File: src/rtl/lfsr_sat_counter.sv
// rtl/lfsr_sat_counter.sv - saturating event counter with synchronous clear
module lfsr_sat_counter #(
    parameter int CNT_W = 32
) (
    input  logic             clk,
    input  logic             rst_n,
    input  logic             inc,
    input  logic             clr,
    output logic [CNT_W-1:0] count
);

    logic [CNT_W-1:0] count_d;
    logic [CNT_W-1:0] count_q;

    // A clear still keeps the event of the same cycle.
    always_comb begin
        count_d = count_q;
        if (clr) begin
            count_d = CNT_W'(inc);
        end else if (inc && (count_q != '1)) begin
            count_d = count_q + 1'b1;
        end
    end

    always_ff @(posedge clk) begin
        if (!rst_n) begin
            count_q <= '0;
        end else begin
            count_q <= count_d;
        end
    end

    assign count = count_q;

endmodule

File: config.mk
export PLATFORM = sky130hd
export DESIGN_NAME = lfsr_sat_counter
export DESIGN_NICKNAME = d
export VERILOG_FILES = /design/src/rtl/lfsr_sat_counter.sv
export SDC_FILE = /design/constraint.sdc
export NUM_CORES = 1
export LEC_CHECK = 0
export CAP_MARGIN = 20
export CORE_ASPECT_RATIO = 1.75
export CORE_MARGIN = 1.5
export CORE_UTILIZATION = 50
export DETAILED_ROUTE_END_ITERATION = 10
export PLACE_DENSITY = 0.79
export SYNTH_ARGS = -nofsm -noshare
export SYNTH_HDL_FRONTEND = slang
export SYNTH_SLANG_ARGS = --single-unit
File: constraint.sdc
create_clock -name clk -period 5.65 [get_ports clk]
set_clock_uncertainty 0.05 [all_clocks]
set_input_delay 1.13 -clock clk [delete_from_list [all_inputs] [get_ports clk]]
set_output_delay 1.13 -clock clk [all_outputs]
set_load 0.1 [all_outputs]
==> flow_metrics.tcl, run 1 <==
set metrics [dict create \
    crit_buf_inv 1 \
    async_reset_ff_share_pct 0 \
    crit_chain "clkdlybuf4s50_1" \
    io_pins 36 \
    grt_pass1_wl_mm 6.79 \
    drt_iter0_drc 41 \
    clockRootBuffer "clkbuf_8" \
    cp-start-kind "flop" \
    synth_seq_cells 32 \
    drtPass1Iterations 4 \
    hold_viol 0 \
    period_share_pct 55.0 \
    die_area_mm2 0.00373 \
    htreeDepth 2 \
    dpl_cell_area_mm2 0.00204 \
    cp.arrival_ns 1.93 \
    crit_path_max_fanout 7 \
    portBuffers 35 \
    netlist_top_cells_count "dfxtp_1, nand2_1, a21oi_1, nor2_1, nand3_1" \
    dieWidth_um 46.8 \
    dieHeight_um 79.6 \
    fin_setup_tns_ns 0 \
    routed_wl_mm 4.18 \
    cts.clk_slew.worst_paths_ns 0.07 \
    dp_cells 277 \
    largest_register_ffs 32 \
    maxCapViolations 0 \
    antenna_found_initial 0 \
    synth_top_cell_by_area "dfxtp_1" \
    seqCellArea_um2 641 \
    post_cts_resized 0 \
    numCtsBuffers 5 \
    min-delay-path-class "reg -> reg" \
    synth_area_leaders "dfxtp_1, nand2_1, a21oi_1" \
    synth-edff-count 0 \
    status "finished clean" \
    grt-ovfl-total 0 \
    synthDistinctLibCells 39 \
    core_area_mm2 0.00318 \
    cp_top_family "buffers and inverters" \
    ant_nets 0 \
    nFillCells 305 \
    seq_area_frac_synth_pct 38.2 \
    fin_area_mm2 0.00213 \
    maxSlewHeadroom_pct 34.5 \
    cts_buffer_depth 2 \
    viasPerCell 6.08 \
    drc 0 \
    synth.avg_cell_area_um2 8.07 \
    ir_worst_vdd_mv 0.146 \
    synthCells 208 \
    power.density_mw_per_mm2 201 \
    rsz0062_at_grt "no" \
    critPathMaxStageDelay_ns 1.19 \
    end_kind "output pin" \
    instances_no_fill 285 \
    cts_sinks 32 \
    ys.flop_type "dfxtp_1" \
    finalNetCount 246 \
    synth_top_area_share_pct 38.2 \
    hpwl_mm 3.04 \
    period_needed_ns 3.11 \
    start_util_pct 52.8 \
    gp_congestion 0.811 \
    yosysMostFrequentCell "dfxtp_1" \
    postCtsSetupRepairBufs 0 \
    pre_cts_ws_ns 2.28 \
    worst_pin_slew_ns 0.979 \
    setup_viol 0 \
    leakage_nw 0.640 \
    via_count 1734 \
    slew_violations 0 \
    ctsHoldBuffers 0 \
    setup_ws_ns 2.54 \
    synth_area_mm2 0.00168 \
    crit_type "reg -> out" \
    grt_max_degree 18 \
    rows 27 \
    synth_nets 213 \
    globalRouteTotalUtil_pct 24.7 \
    clk_latency_ns 0.28 \
    antennaDiodeCount 0 \
    tritoncts "built" \
    max_freq_ghz 0.322 \
    yosysWarnings 0 \
    area_growth_pct 26.8 \
    required_ns 4.47 \
    crit_slowest_cell "clkdlybuf4s50_1" \
    routedWlPerCell_um 14.7 \
    multiInputGateArea_um2 967 \
    grt_pass1_vias 1531 \
    drive_above_1_share_pct 4.96 \
]
path summary, 6_finish.rpt:
path / from / end / slack, ns / depth (start not counted)
worst min register to register: count[11]$_SDFFE_PP0P_ / count[11]$_SDFFE_PP0P_ / 0.46 / 2
worst max-delay path: count[0]$_SDFFE_PN0P_ / count[0] / 2.54 / 1
worst min-delay path: count[11]$_SDFFE_PP0P_ / count[11]$_SDFFE_PP0P_ / 0.46 / 2
worst max register to register: count[0]$_SDFFE_PN0P_ / count[30]$_SDFFE_PP0P_ / 3.32 / 6
tightest hold or removal path, delay by kind of cell (launching register included):
kind           cells  cell delay, ns
AO/OA/AOI/OAI      2            0.14
flip-flops         1            0.32
metal layers:
| layer | share of wire [%] | track usage, % | vias to the layer above |
|---|---|---|---|
| li1 | - | - | 839 |
| met1 | 39 | 28.1 | 827 |
| met2 | 54 | 41.5 | 56 |
| met3 | 5.2 | 5.66 | 12 |
| met4 | 1.9 | 11.1 | 0 |
| met5 | 0 | 0 | - |
through the flow:
step           utilization (%)  power, mW  hold slack, ns
2_1_floorplan                -      0.246           0.866
3_3_place_gp              64.2      0.252           0.441
3_5_place_dp              64.2      0.253           0.452
4_1_cts                   67.0      0.431           0.462
5_1_grt                   67.0      0.441           0.485
6_report                  67.0      0.427           0.455
placed cells by master, fill, tap and decap left out, types with 2 or more instances in the layout:
cell type / synthesis / final
inv_1: 3 / 3
nor2_1: 15 / 15
a31oi_1: 4 / 4
buf_4: 1 / 2
xnor2_1: 8 / 8
a21oi_1: 16 / 16
or4_1: 6 / 6
clkbuf_8: 0 / 6
nand2_1: 22 / 22
xor2_1: 2 / 2
and4_1: 3 / 3
o31ai_1: 8 / 8
nand4_1: 10 / 10
dfxtp_1: 32 / 32
nor4_1: 4 / 4
or3_1: 9 / 9
and2_1: 3 / 3
nor3_1: 6 / 6
o21ai_0: 10 / 10
o311ai_1: 2 / 2
and3_1: 6 / 6
clkdlybuf4s50_1: 0 / 35
a211oi_1: 2 / 2
nand3_1: 11 / 11
clkbuf_1: 2 / 2
nand2b_1: 4 / 4
final cells by class:
type | count | area share (%)
clock buffer | 8 | 4.23
inverter | 3 | 0.529
multi-input combinational | 162 | 45.4
sequential | 32 | 30.1
tap | 43 | 2.53
timing repair buffer | 37 | 17.2
power by group:
part           leakage (nW)  internal [mW]  total, mW  switching, mW
registers             0.258          0.226      0.228        0.00150
logic                 0.337        0.00581     0.0193         0.0135
clock network        0.0455         0.0992      0.180         0.0804
cells by family after synthesis:
kind of cell | count (synthesis) | share of synthesized area (%)
adders and majority gates | 1 | 0.746
DFF | 32 | 38.2
and+or+nand+nor | 102 | 32.8
buffers and inverters | 14 | 4.18
xor gates and xnor gates | 10 | 5.22
muxes | 1 | 0.597
AOI/OAI and AO/OA | 48 | 18.3
Power figures use the tool's default switching activity.
==> inputs of run 2 (changes only) <==
Settings changed: CORE_UTILIZATION 50 to 45, PLACE_DENSITY 0.79 to 0.75.
Clock period 5.65 ns to 2.5 ns, I/O delays scaled along.
==> flow_metrics.tcl, run 2 (same netlist as run 1, synthesis figures left out) <==
set metrics [dict create \
    finalNetCount 253 \
    dieWidth_um 49.2 \
    fin_area_mm2 0.00212 \
    post_cts_resized 0 \
    dieHeight_um 83.8 \
    min-delay-path-class "reg -> reg" \
    end_kind "flop" \
    p_comb_share_pct 4.8 \
    grt_pass1_vias 1574 \
    rsz0062_at_grt "no" \
    drtPass1Iterations 4 \
    portBuffers 35 \
    io_pins 36 \
    area_growth_pct 26.4 \
    clkPwrFrac_pct 41.9 \
    drc 0 \
    via_count 1702 \
    grt-ovfl-total 0 \
    core_area_mm2 0.00359 \
    ir_worst_vdd_mv 0.447 \
    ant_nets 0 \
    routedWlPerCell_um 14.0 \
    worst_pin_slew_ns 0.483 \
    viasPerCell 5.77 \
    hpwl_mm 3.10 \
    slew_violations 0 \
    internal-power_mw 0.752 \
    dp_cells 287 \
    power.switching_mw 0.217 \
    antenna_found_initial 0 \
    required_ns 2.66 \
    power.density_mw_per_mm2 457 \
    gp_congestion 0.783 \
    cts.clk_slew.worst_paths_ns 0.06 \
    setup_viol 0 \
    hold_start "count[7]$_SDFFE_PP0P_" \
    globalRouteTotalUtil_pct 22.6 \
    largest_register_ffs 32 \
    dpl_cell_area_mm2 0.00203 \
    tritoncts "built" \
    die_area_mm2 0.00412 \
    ctsHoldBuffers 0 \
    cts_sinks 32 \
    clockRootBuffer "clkbuf_8" \
    postCtsSetupRepairBufs 0 \
    mostFrequentLayoutCell "buf_4" \
    crit_type "in -> reg" \
    max_freq_ghz 0.451 \
    start_util_pct 46.7 \
    drive_above_1_share_pct 25.7 \
    period_needed_ns 2.22 \
    cp-start-kind "primary input" \
    r2r_start "count[0]$_SDFFE_PN0P_" \
    grt_pass1_wl_mm 7.25 \
    leakage_nw 0.744 \
    whs_ns 0.435 \
    critPathLaunch "inc" \
    clk_latency_ns 0.29 \
    pwr-share-seq_pct 53.2 \
    htreeDepth 2 \
    rows 29 \
    routed_wl_mm 4.14 \
    crit_path_max_fanout 7 \
    instances_no_fill 295 \
    grt_max_degree 16 \
    drt_iter0_drc 37 \
    p_sw_share_pct 22.4 \
    period_share_pct 88.8 \
    hold_viol 0 \
    cp.arrival_ns 2.38 \
    maxSlewHeadroom_pct 67.8 \
    status "finished clean" \
    reg2reg_slack_ns 0.33 \
    cts_buffer_depth 2 \
    final_cell_mix "buf_4, nand2_1, dfxtp_1" \
    antennaDiodeCount 0 \
    numCtsBuffers 5 \
    maxCapViolations 0 \
]
-- run 2: changes by cell type in the layout (fill, tap and decap cells not counted), sizes merged --
cell and delta:
buf +39, clkdlybuf4s50 -32
-- run 2: worst paths after layout --
kind	end	cells after the start
max	count[29]$_SDFFE_PP0P_	6
min	count[7]$_SDFFE_PP0P_	1
max reg2reg	count[3]$_SDFFE_PP0P_	6
min reg2reg	count[7]$_SDFFE_PP0P_	1
-- run 2: power groups by stage --
stage / clock, mW / combinational, mW / sequential [mW]
finish: 0.406 / 0.0468 / 0.515
CTS: 0.414 / 0.0471 / 0.515
global placement: 0 / 0.0468 / 0.527
global route: 0.433 / 0.0515 / 0.515
detailed placement: 0 / 0.0471 / 0.527
floorplan: 0 / 0.0178 / 0.539
-- run 2: layout make-up --
cell class / count / area, µm²
Fill cell: 345 / 1470
Multi-Input combinational cell: 162 / 967
Sequential cell: 32 / 657
Clock buffer: 8 / 90.1
Timing Repair Buffer: 44 / 338
Inverter: 3 / 11.3
Tap cell: 46 / 57.6
-- run 2: through the flow --
stage	power [mW]	utilization, %	TNS (ns)	setup slack [ns]
5_1_grt	1.00	59.0	0	0.0285
4_1_cts	0.976	59.0	0	0.283
2_1_floorplan	0.557	-	-0.00891	-0.00891
6_report	0.968	59.0	0	0.281
3_3_place_gp	0.573	56.5	0	0.0225
3_5_place_dp	0.574	56.5	-0.0119	-0.0119
-- run 2: worst max-delay path: stages --
cell             delay, ns
clkdlybuf4s50_1       0.48
nand4_1               0.17
or3_1                 0.38
a31o_4                0.24
or4_1                 0.46
a21oi_1               0.15
-- run 2: layer usage --
layer	wire, µm	track usage [%]
met5	0	0
met1	1670	24.7
met4	124	12.7
met2	2220	39.8
met3	127	4.12
==> inputs of run 3 (changes only) <==
Settings changed: CORE_MARGIN 1.5 to unset, SETUP_SLACK_MARGIN set to 0.5.
==> flow_metrics.tcl, run 3 (same netlist as run 1, synthesis figures left out) <==
set metrics [dict create \
    status "finished clean" \
    power.switching_mw 0.213 \
    viasPerCell 5.83 \
    cts_sinks 32 \
    leakage_nw 0.801 \
    internal-power_mw 0.686 \
    grt-ovfl-total 0 \
    fin_setup_tns_ns 0 \
    clk_latency_ns 0.28 \
    hold_viol 0 \
    routedWlPerCell_um 15.0 \
    finalNetCount 261 \
    globalRouteTotalUtil_pct 24.6 \
    portBuffers 35 \
    fin_area_mm2 0.00234 \
    finalPower_mw 0.899 \
    reg2reg_slack_ns 0.55 \
    p_sw_share_pct 23.7 \
    worst_pin_slew_ns 0.465 \
    slew_violations 0 \
    largest_register_ffs 32 \
    p_comb_share_pct 5.7 \
    r2r_start "count[3]$_SDFFE_PP0P_" \
    dpl_cell_area_mm2 0.00218 \
    grt_max_degree 16 \
    crit_type "reg -> reg" \
    hold_start "count[6]$_SDFFE_PP0P_" \
    nFillCells 317 \
    mostFrequentLayoutCell "buf_4" \
    htreeDepth 2 \
    setup_viol 0 \
    drt_iter0_drc 73 \
    min-delay-path-class "reg -> reg" \
    antennaDiodeCount 0 \
    drive_above_1_share_pct 40.2 \
    gp_congestion 0.799 \
    setup_ws_ns 0.549 \
    cp-start-kind "flop" \
    antenna_found_initial 0 \
    clkPwrFrac_pct 40.6 \
    tritoncts "built" \
    dieHeight_um 82.8 \
    io_pins 36 \
    r2r_cells 5 \
    drt-met1-wl_mm 1.85 \
    cp.arrival_ns 2.11 \
    highest_layer "met4" \
    period_share_pct 78.0 \
    max_freq_ghz 0.513 \
    grt_pass1_vias 1588 \
    ant_nets 0 \
    worst_hold_path.endpoint "count[6]$_SDFFE_PP0P_" \
    core_area_mm2 0.00359 \
    ir_worst_vdd_mv 0.340 \
    wl_met3_um 155 \
    area_growth_pct 39.7 \
    end_kind "flop" \
    drtPass1Iterations 4 \
    cts.clk_slew.worst_paths_ns 0.06 \
    dieWidth_um 48.2 \
    final_cell_mix "buf_4, dfxtp_4, nand2_1" \
    clockRootBuffer "clkbuf_8" \
    critPathLaunch "count[3]$_SDFFE_PP0P_" \
    start_util_pct 46.7 \
    cts_buffer_depth 2 \
    rows 29 \
    period_needed_ns 1.95 \
    rsz0062_at_grt "yes" \
    via_count 1761 \
    maxCapViolations 0 \
    rr_endpoint "count[29]$_SDFFE_PP0P_" \
    grt_pass1_wl_mm 6.96 \
    hold_path_depth 1 \
    drc 0 \
    hpwl_mm 3.27 \
    wl_met2_mm 2.46 \
    crit_path_max_fanout 6 \
    pwr-share-seq_pct 53.7 \
    routed_wl_mm 4.53 \
    numCtsBuffers 5 \
    die_area_mm2 0.00399 \
    maxSlewHeadroom_pct 68.8 \
    required_ns 2.66 \
    pre_cts_ws_ns 0.00745 \
    power.density_mw_per_mm2 384 \
]
==> run 3: per-layer routing <==
metal | vias up | global-route usage (%)
met1 | 831 | 27.8
met4 | 0 | 9.72
met3 | 5 | 4.55
met5 | - | 0
met2 | 53 | 42.8
li1 | 872 | -
==> run 3: final cells by class <==
| type | count | area (µm²) | share of cell area (%) |
|---|---|---|---|
| Sequential cell | 32 | 758 | 32.4 |
| Clock buffer | 6 | 72.6 | 3.10 |
| Timing Repair Buffer | 52 | 393 | 16.8 |
| Multi-Input combinational cell | 162 | 1050 | 44.6 |
| Inverter | 3 | 11.3 | 0.481 |
| Clock inverter | 1 | 5.00 | 0.214 |
| Tap cell | 46 | 57.6 | 2.46 |
==> run 3: worst max path at each step <==
| stage | end | slack, ns | depth (start not counted) |
|---|---|---|---|
| after global routing | count[30]$_SDFFE_PP0P_ | 0.48 | 6 |
| after CTS | count[30]$_SDFFE_PP0P_ | 0.52 | 6 |
| after detailed placement | count[29]$_SDFFE_PP0P_ | 0.007 | 6 |
| after global placement | count[29]$_SDFFE_PP0P_ | 0.03 | 6 |
| after floorplan | count[30]$_SDFFE_PP0P_ | 0.29 | 7 |
| final | count[29]$_SDFFE_PP0P_ | 0.55 | 5 |
==> run 3: metrics by stage <==
| step | hold slack (ns) | std cells | utilization (%) |
|---|---|---|---|
| global placement | 0.407 | 290 | 60.8 |
| global route | 0.438 | 302 | 65.2 |
| detailed placement | 0.404 | 290 | 60.8 |
| CTS | 0.416 | 300 | 63.7 |
| finish | 0.415 | 302 | 65.2 |
| floorplan | 0.567 | 208 | - |
==> run 3: critical path, stage by stage (launching register included) <==
cell	delay [ns]
dfxtp_4	0.39
nand4_2	0.18
or3_4	0.43
a31o_4	0.23
or4_1	0.46
a21oi_1	0.14
==> run 3: power groups by stage <==
stage	clock network [mW]	registers, mW	logic (mW)
floorplan	0	0.508	0.0184
global placement	0	0.495	0.0485
detailed placement	0	0.495	0.0490
CTS	0.368	0.483	0.0485
global route	0.390	0.483	0.0549
finish	0.365	0.483	0.0508
==> run 3: what timing repair did <==
action | in CTS | in global routing
endpoints found under the hold margin | 0 | 0
endpoints found under the setup margin | 23 | 13
hold buffers | 0 | 0
gates resized for setup | 3 | 10
buffers inserted | 3 | 2
pin swaps | 3 | 5
